--- src/rtl/ser_pkg.sv ---
// Shared definitions for the channel serializer: state encoding, default widths
// and the frame length helper.
package ser_pkg;

    localparam int DATA_W_DEF = 8;
    localparam int ADDR_W_DEF = 3;
    localparam int FRAME_BITS = 2 + ADDR_W_DEF + DATA_W_DEF;

    typedef enum logic [1:0] {
        ST_IDLE = 2'd0,
        ST_HDR  = 2'd1,
        ST_DATA = 2'd2,
        ST_STOP = 2'd3
    } ser_state_e;

    // Bits on the line per word: start + address + data + stop.
    function automatic int frame_bits(input int addr_w, input int data_w);
        return 2 + addr_w + data_w;
    endfunction

endpackage

--- src/rtl/ser_bitcnt.sv ---
// Loadable bit-period down-counter; steps on bit_tick and parks at zero,
// where the terminal-count flag is raised.
module ser_bitcnt #(
    parameter int W = 4
) (
    input  logic         clk,
    input  logic         reset,
    input  logic         load_i,
    input  logic [W-1:0] load_val_i,
    input  logic         tick_i,
    output logic [W-1:0] count_o,
    output logic         tc_o
);

    logic [W-1:0] count_q;

    always_ff @(posedge clk or posedge reset) begin
        if (reset) begin
            count_q <= '0;
        end else if (load_i) begin
            count_q <= load_val_i;
        end else if (tick_i && (count_q != '0)) begin
            count_q <= count_q - 1'b1;
        end
    end

    assign count_o = count_q;
    assign tc_o    = (count_q == '0);

endmodule

--- src/rtl/channel_serializer.sv ---
// Serializes {addr,data} words as start bit, address, data (MSB first) and stop
// bit, paced by bit_tick, with frame-end tracking and a sticky overrun flag.
module channel_serializer #(
    parameter int DATA_W = ser_pkg::DATA_W_DEF,
    parameter int ADDR_W = ser_pkg::ADDR_W_DEF
) (
    input  logic              clk,
    input  logic              reset,
    input  logic              bit_tick,
    input  logic              sl,
    input  logic [ADDR_W-1:0] addr,
    input  logic [DATA_W-1:0] data,
    input  logic              frame_end,
    output logic              ser_out,
    output logic              ser_valid,
    output logic              busy,
    output logic              frame_sync,
    output logic              overrun
);

    import ser_pkg::*;

    localparam int FB    = frame_bits(ADDR_W, DATA_W);
    localparam int CNT_W = $clog2(FB);
    localparam int SR_W  = ADDR_W + DATA_W;

    // Counter holds "ticks remaining minus one"; zero means the stop bit is on the line.
    localparam logic [CNT_W-1:0] CNT_LOAD     = CNT_W'(FB - 1);
    localparam logic [CNT_W-1:0] CNT_HDR_END  = CNT_W'(FB - 1 - ADDR_W);
    localparam logic [CNT_W-1:0] CNT_DATA_END = CNT_W'(1);

    ser_state_e       state_q;
    logic [SR_W-1:0]  sr_q;
    logic             ser_out_q;
    logic             ser_valid_q;
    logic             busy_q;
    logic             fe_q;
    logic             fs_q;
    logic             ovr_q;

    logic [CNT_W-1:0] cnt;
    logic             cnt_tc;
    logic             load_ok;
    logic             word_done;
    logic             fs_d;

    assign load_ok   = (state_q == ST_IDLE) && sl;
    assign word_done = (state_q == ST_STOP) && bit_tick && cnt_tc;
    assign fs_d      = word_done && (fe_q || frame_end);

    ser_bitcnt #(.W(CNT_W)) u_bitcnt (
        .clk        (clk),
        .reset      (reset),
        .load_i     (load_ok),
        .load_val_i (CNT_LOAD),
        .tick_i     (bit_tick && (state_q != ST_IDLE)),
        .count_o    (cnt),
        .tc_o       (cnt_tc)
    );

    always_ff @(posedge clk or posedge reset) begin
        if (reset) begin
            state_q     <= ST_IDLE;
            sr_q        <= '0;
            ser_out_q   <= 1'b1;
            ser_valid_q <= 1'b0;
            busy_q      <= 1'b0;
            fe_q        <= 1'b0;
            fs_q        <= 1'b0;
            ovr_q       <= 1'b0;
        end else begin
            fs_q <= fs_d;

            if (sl && (state_q != ST_IDLE)) begin
                ovr_q <= 1'b1;
            end else if (fs_d) begin
                ovr_q <= 1'b0;
            end

            if (state_q != ST_IDLE) begin
                if (word_done) begin
                    fe_q <= 1'b0;
                end else if (frame_end) begin
                    fe_q <= 1'b1;
                end
            end

            case (state_q)
                ST_IDLE: begin
                    // A coincident bit_tick is dropped so the start bit gets a full period.
                    if (sl) begin
                        state_q     <= ST_HDR;
                        sr_q        <= {addr, data};
                        ser_out_q   <= 1'b0;
                        ser_valid_q <= 1'b1;
                        busy_q      <= 1'b1;
                        fe_q        <= frame_end;
                    end
                end
                ST_HDR: begin
                    if (bit_tick) begin
                        ser_out_q <= sr_q[SR_W-1];
                        sr_q      <= {sr_q[SR_W-2:0], 1'b0};
                        if (cnt == CNT_HDR_END) begin
                            state_q <= ST_DATA;
                        end
                    end
                end
                ST_DATA: begin
                    if (bit_tick) begin
                        if (cnt == CNT_DATA_END) begin
                            state_q     <= ST_STOP;
                            ser_out_q   <= 1'b1;
                            ser_valid_q <= 1'b0;
                        end else begin
                            ser_out_q <= sr_q[SR_W-1];
                            sr_q      <= {sr_q[SR_W-2:0], 1'b0};
                        end
                    end
                end
                ST_STOP: begin
                    if (word_done) begin
                        state_q <= ST_IDLE;
                        busy_q  <= 1'b0;
                        sr_q    <= '0;
                    end
                end
                default: state_q <= ST_IDLE;
            endcase
        end
    end

    assign ser_out    = ser_out_q;
    assign ser_valid  = ser_valid_q;
    assign busy       = busy_q;
    assign frame_sync = fs_q;
    assign overrun    = ovr_q;

endmodule
--- config.mk ---
export PLATFORM = sky130hd
export DESIGN_NAME = channel_serializer
export DESIGN_NICKNAME = d
export VERILOG_FILES = /design/src/rtl/ser_pkg.sv /design/src/rtl/ser_bitcnt.sv /design/src/rtl/channel_serializer.sv
export SDC_FILE = /design/constraint.sdc
export NUM_CORES = 1
export LEC_CHECK = 0
export BUFFER_PORTS_ARGS = -buffer_cell sky130_fd_sc_hd__clkbuf_2
export CORE_ASPECT_RATIO = 0.9
export CORE_UTILIZATION = 30
export CTS_CLUSTER_SIZE = 25
export DETAILED_ROUTE_END_ITERATION = 6
export PLACE_DENSITY = 0.48
export REMOVE_ABC_BUFFERS = 1
export SLEW_MARGIN = 20
export SYNTH_ARGS = -nofsm -noshare
export SYNTH_HDL_FRONTEND = slang
export SYNTH_HIERARCHICAL = 1
export SYNTH_SLANG_ARGS = --single-unit
export TNS_END_PERCENT = 50
--- constraint.sdc ---
create_clock -name clk -period 2.65 [get_ports clk]
set_input_delay 0.265 -clock clk [delete_from_list [all_inputs] [get_ports clk]]
set_output_delay 0.265 -clock clk [all_outputs]
set_load 0.005 [all_outputs]
# Word-level counts from Yosys, hierarchy flattened

Index checks and enable logic that the tools add are counted.

Input port bits: 16
Logic and storage cells: 77
Bits in registers: 23
Output and inout bits: 5

Reduce and logical (&&, ||, !) cells: 22
Add/sub/neg operators: 1
Eq/ne operators: 12
Muxes and demuxes: 33

Operators by type and width:

| kind                | number |
|---|---|
| $mux 11             | 5 |
| $pmux 11 s4         | 1 |
| $mux 1              | 15 |
| $ne 2x2->1 const B  | 7 |
| $mux 2              | 6 |
| $reduce_bool 2->1   | 5 |
| $mux 4              | 2 |
| $pmux 2 s4          | 1 |
| $reduce_and 4->1    | 2 |
| $logic_and 1x1->1   | 7 |
| $reduce_and 6->1    | 1 |
| $reduce_and 5->1    | 1 |
| $eq 2x2->1 const B  | 2 |
| $eq 4x1->1 const B  | 1 |
| $eq 4x4->1 const B  | 1 |
| $logic_not 4->1     | 1 |
| $pmux 1 s2          | 2 |
| $reduce_bool 4->1   | 1 |
| $sub 4x1->4 const B | 1 |
| $pmux 1 s3          | 1 |
| $reduce_and 3->1    | 1 |
| $reduce_bool 3->1   | 1 |
| $eq 2x1->1 const B  | 1 |
| $logic_not 2->1     | 1 |
| $logic_or 1x1->1    | 1 |

# Logic depth before layout (Yosys ltp)

Word-level depth: 7
Gate-level depth with buffers: 8
Gate-level depth less buffers: 7

# Cells and area by module

The synthesis kept the hierarchy.

By module, submodules not included:

| module             | instances | area each (µm²) | cells an instance | sequential area each (µm²) |
|---|---|---|---|---|
| channel_serializer | 1         | 1112.3          | 114               | 476.7 |
| ser_bitcnt         | 1         | 261.5           | 28                | 100.1 |

# Worst setup path before layout

No wires, ideal clock.

Kind: reg2reg
Start point: register u_bitcnt.count_q[0] (netlist: u_bitcnt/count_o[0])
End point: register sr_q[10]
Path buffers: 1
Library setup time: 125 ps
Stages on the path, launching flop included: 9
Arrival: 1931 ps
Slack: 594 ps
Cells stage by stage: dfrtp_1 > inv_1 > ha_1 > or3b_4 > inv_1 > nand2_1 > a211o_1 > buf_6 > mux2_4

Cells in the longest elaborated chain, start to end: 4

RTL lines:

| item                       | RTL line                  | source |
|---|---|---|
| from (decl)                | ser_bitcnt.sv:15          | `logic [W-1:0] count_q;` |
| from (signal assigned)     | ser_bitcnt.sv:21          | `count_q <= load_val_i;` |
| from (signal assigned)     | ser_bitcnt.sv:23          | `count_q <= count_q - 1'b1;` |
| $logic_not 4->1            | ser_bitcnt.sv:28          | `assign tc_o = (count_q == '0);` |
| named net cnt_tc           | channel_serializer.sv:42  | `logic cnt_tc;` |
| $logic_and 1x1->1          | channel_serializer.sv:48  | `assign word_done = (state_q == ST_STOP) && bit_tick && cnt_tc;` |
| $ne 2x2->1 (no line)       | --                        |  |
| $reduce_and 5->1 (no line) | --                        |  |
| to (signal assigned)       | channel_serializer.sv:93  | `sr_q <= {addr, data};` |
| to (signal assigned)       | channel_serializer.sv:103 | `sr_q <= {sr_q[SR_W-2:0], 1'b0};` |
| to (signal assigned)       | channel_serializer.sv:117 | `sr_q <= {sr_q[SR_W-2:0], 1'b0};` |
| to (decl)                  | channel_serializer.sv:33  | `logic [SR_W-1:0] sr_q;` |

The timed path passes the listed nets, and every way through them passes these cells.
A chain may end at the register's enable or synchronous reset.

# Final worst setup path

Start point: register u_bitcnt.count_q[0] (netlist: u_bitcnt/count_o[0])
End point: register sr_q[3]

Same word-level chain as after synthesis.

==> reports/metrics.yaml <==
floorplanning:
  initial_core_util_pct: 32.41
  die-area_um2: 4854
  ioPinCount: 21
  placementRows: 22
  fp.dieH_um: 66.20
  fp.dieW_um: 73.33
  core-area_um2: 4239
timing:
  skew_ns: 0.001236
  finalCritPeriodShare_pct: 88.37
  hold_violations: 0
  maxSlewViolCount: 0
  setup_violations: 0
  rsz0062_at_grt: "false"
  max_clock_freq_mhz: 427.0
  tightest_slew_ns: 0.7359
  tns_ns: 0
  whs_ns: 0.2246
  min_period_ns: 2.342
  max_slew_margin_pct: 50.89
final_layout:
  synthToLayoutAreaGrowth_pct: 15.12
  final_nets: 188
  layout-drive-gt1-share_pct: 25.61
  diodes: 0
worst_setup_path:
  critPathLaunch: "u_bitcnt/count_o[0]$_DFFE_PP0P_"
  crit_chain: "inv_1 > ha_1 > or3b_4 > inv_1 > nand2_1 > a211o_1 > mux2_4"
  r2r-end: "sr_q[3]$_DFFE_PP0P_"
  cp_common_cell: "inv_1"
  cp_top_family: "compound AO/OA/AOI/OAI gates"
  rrSetupSlack_ns: 0.31
  cp.arrival_ns: 2.50
  r2r-start: "u_bitcnt/count_o[0]$_DFFE_PP0P_"
  critPathCapture: "sr_q[3]$_DFFE_PP0P_"
  path_max_fanout: 11
  worst-path-stages: 7
  end_kind: "flip-flop"
  critPathBufInv: 2
  slowest_delay_ns: 0.55
  rr_worst_depth: 7
  cp_data_required_time_ns: 2.80
  crit_path_top_delay_cell: "a211o_1"
  setup.worst_path.start_class: "flip-flop"
  crit_type: "reg2reg"
power_and_ir_drop:
  ir_worst_vdd_uv: 430.2
  static-leakage-power_nw: 0.7608
  intPower_mw: 1.092
  cellPowerDensity_nw_per_um2: 1144
  p_sw_mw: 0.7182
  p_comb_share_pct: 54.2
  power.share.sequential_pct: 33.6
  p_sw_share_pct: 39.69
  p_clk_share_pct: 12.1
synthesis:
  synthTopCellsByCount: "28 x nand2_1, 22 x dfrtp_1, 16 x o21ai_0"
  synth.distinct_cells: 36
  syn_inst: 142
  synth_seq_cells: 23
  synth-async-reset-ratio_pct: 100.0
  yosys_warnings: 6
  yosysMostFrequentCell: "nand2_1"
  synth-edff-count: 0
  synth_compound_area_share_pct: 14.48
  synth_top_cells_by_area: "dfrtp_1 40%, mux2_4 9.8%, nand2_1 7.7%"
  synth_simple_gate_area_share_pct: 16.76
  synth_fa_ha_area_share_pct: 6.375
  synth-xor-area-share_pct: 0
  synth_area_um2: 1374
  synth.top_cell.area_share_pct: 40.07
  syn_area_per_cell_um2: 9.675
  synthMuxAreaShare_pct: 14.39
  synth-main-ff-cell: "dfrtp_1"
  ys_seq_area_share_pct: 41.99
  synth_top_family_by_area: "simple AND/OR/NAND/NOR gates"
  synth_top_area_cell: "dfrtp_1"
detailed_routing:
  vias: 1002
  met3_wirelength_um: 93
  wl_met2_um: 1143
  top_layer: "met4"
  drc: 0
  wl_met1_um: 1314
  drtIter0Drc: 36
  ant_nets: 0
  wl_per_cell_um: 11.47
  first_pass_iters: 4
  wirelength_um: 2569
  vias_per_cell: 4.473
clock_tree:
  clock-root-buffer: "clkbuf_8"
  htreeDepth: 1
  insertion_delay_ns: 0.26
  cts_tree: "yes"
  clock_path_buffers: 2
  clk_pin_slew_worst_paths_ns: 0.08
  numCtsBuffers: 3
  cts-resized-gates: 0
  cts.sinks: 23
global_route:
  grtUsageTotal_pct: 11.72
  grt_max_degree: 22
  antenna_found_initial: 0
  gr-total-overflow: 0
  grt_pass1_wl_um: 4305
  grt_pass1_vias: 963
min_path:
  hold_path.class: "in2reg"
placement:
  portBuffers: 20
  gp_congestion: 0.6966
  dp_hpwl_um: 1861
run:
  maxCapViolations: 0
run_status:
  status: "finished clean"
==> area by class of cell <==
type                            count  area (um2)
Clock buffer                        4       45.04
Fill cell                         466        2658
Inverter                           10       37.54
Multi-Input combinational cell    105       729.5
Sequential cell                    23       576.8
Tap cell                           60       75.07
Timing Repair Buffer               22       117.6
==> sequential cells by signal, summed over array words and instances, names as in the netlist <==
register,cells
sr_q,11
u_bitcnt/count_o,4
state_q,2
busy,1
fe_q,1
frame_sync,1
overrun,1
ser_out,1
ser_valid,1
==> routing by layer <==
layer | track usage, % | up-vias
met5 | 0 | -
met4 | 3.365 | 0
met3 | 3.201 | 2
met2 | 18.52 | 17
met1 | 15.56 | 462
li1 | - | 521
==> logic make-up (layout without fill, tap and decap cells) <==
family,Yosys count,in the layout
AO/OA/AOI/OAI,33,33
adder cells (fa/ha/maj),7,7
buffers and inverters,16,36
flip-flops,23,23
multiplexers,15,15
other,2,4
AND/OR/NAND/NOR,46,46
==> power groups by stage <==
stage               registers [mW]  clock network [mW]  logic (mW)
floorplan                    0.590                   0       0.783
global placement             0.610                   0       0.960
detailed placement           0.611                   0       0.992
CTS                          0.610               0.232       0.992
global route                 0.630               0.244        1.09
finish                       0.609               0.220       0.981
==> cells in the final DEF, fill, tap and decap left out, types with 2 or more instances in the layout <==
cell,n
ha_1,7
nor3b_1,2
o21ai_1,2
dfrtp_1,22
nor2_1,5
mux2_2,2
clkbuf_2,20
mux2_4,9
clkbuf_8,3
nand2_1,28
nor2b_1,2
mux2i_1,4
conb_1,4
o21ai_0,16
a21oi_1,6
inv_1,9
==> metrics by stage <==
stage	power (mW)	utilization, %	cells	instance area [um2]	setup WS, ns
floorplan	1.373	-	138	1344	0.3536
global placement	1.571	36.01	219	1526	0.3837
detailed placement	1.603	36.01	219	1526	0.3163
CTS	1.833	37.31	224	1582	0.3048
global route	1.965	37.31	224	1582	0.2206
finish	1.810	37.31	224	1582	0.3081
==> worst min-delay path by stage <==
| stage | depth (start not counted) | end | startpoint |
|---|---|---|---|
| after global routing | 3 | sr_q[0]$_DFFE_PP0P_ | data[0] |
| final | 3 | sr_q[0]$_DFFE_PP0P_ | data[0] |
| after global placement | 2 | u_bitcnt/count_o[3]$_DFFE_PP0P_ | reset |
| after detailed placement | 2 | u_bitcnt/count_o[3]$_DFFE_PP0P_ | reset |
| after CTS | 3 | sr_q[0]$_DFFE_PP0P_ | data[0] |
| after floorplan | 1 | u_bitcnt/count_o[0]$_DFFE_PP0P_ | reset |
==> what timing repair did <==
item                      4_1_cts  5_1_grt
buffers inserted                0        0
hold endpoints to repair        4        0
hold buffers                    1        0
==> worst register-to-register path: stages, from the launching register on <==
cell	delay (ns)
dfrtp_1	0.40
inv_1	0.11
ha_1	0.20
or3b_4	0.42
inv_1	0.09
nand2_1	0.07
a211o_1	0.55
mux2_4	0.39
(Power assumes the default switching activity.)
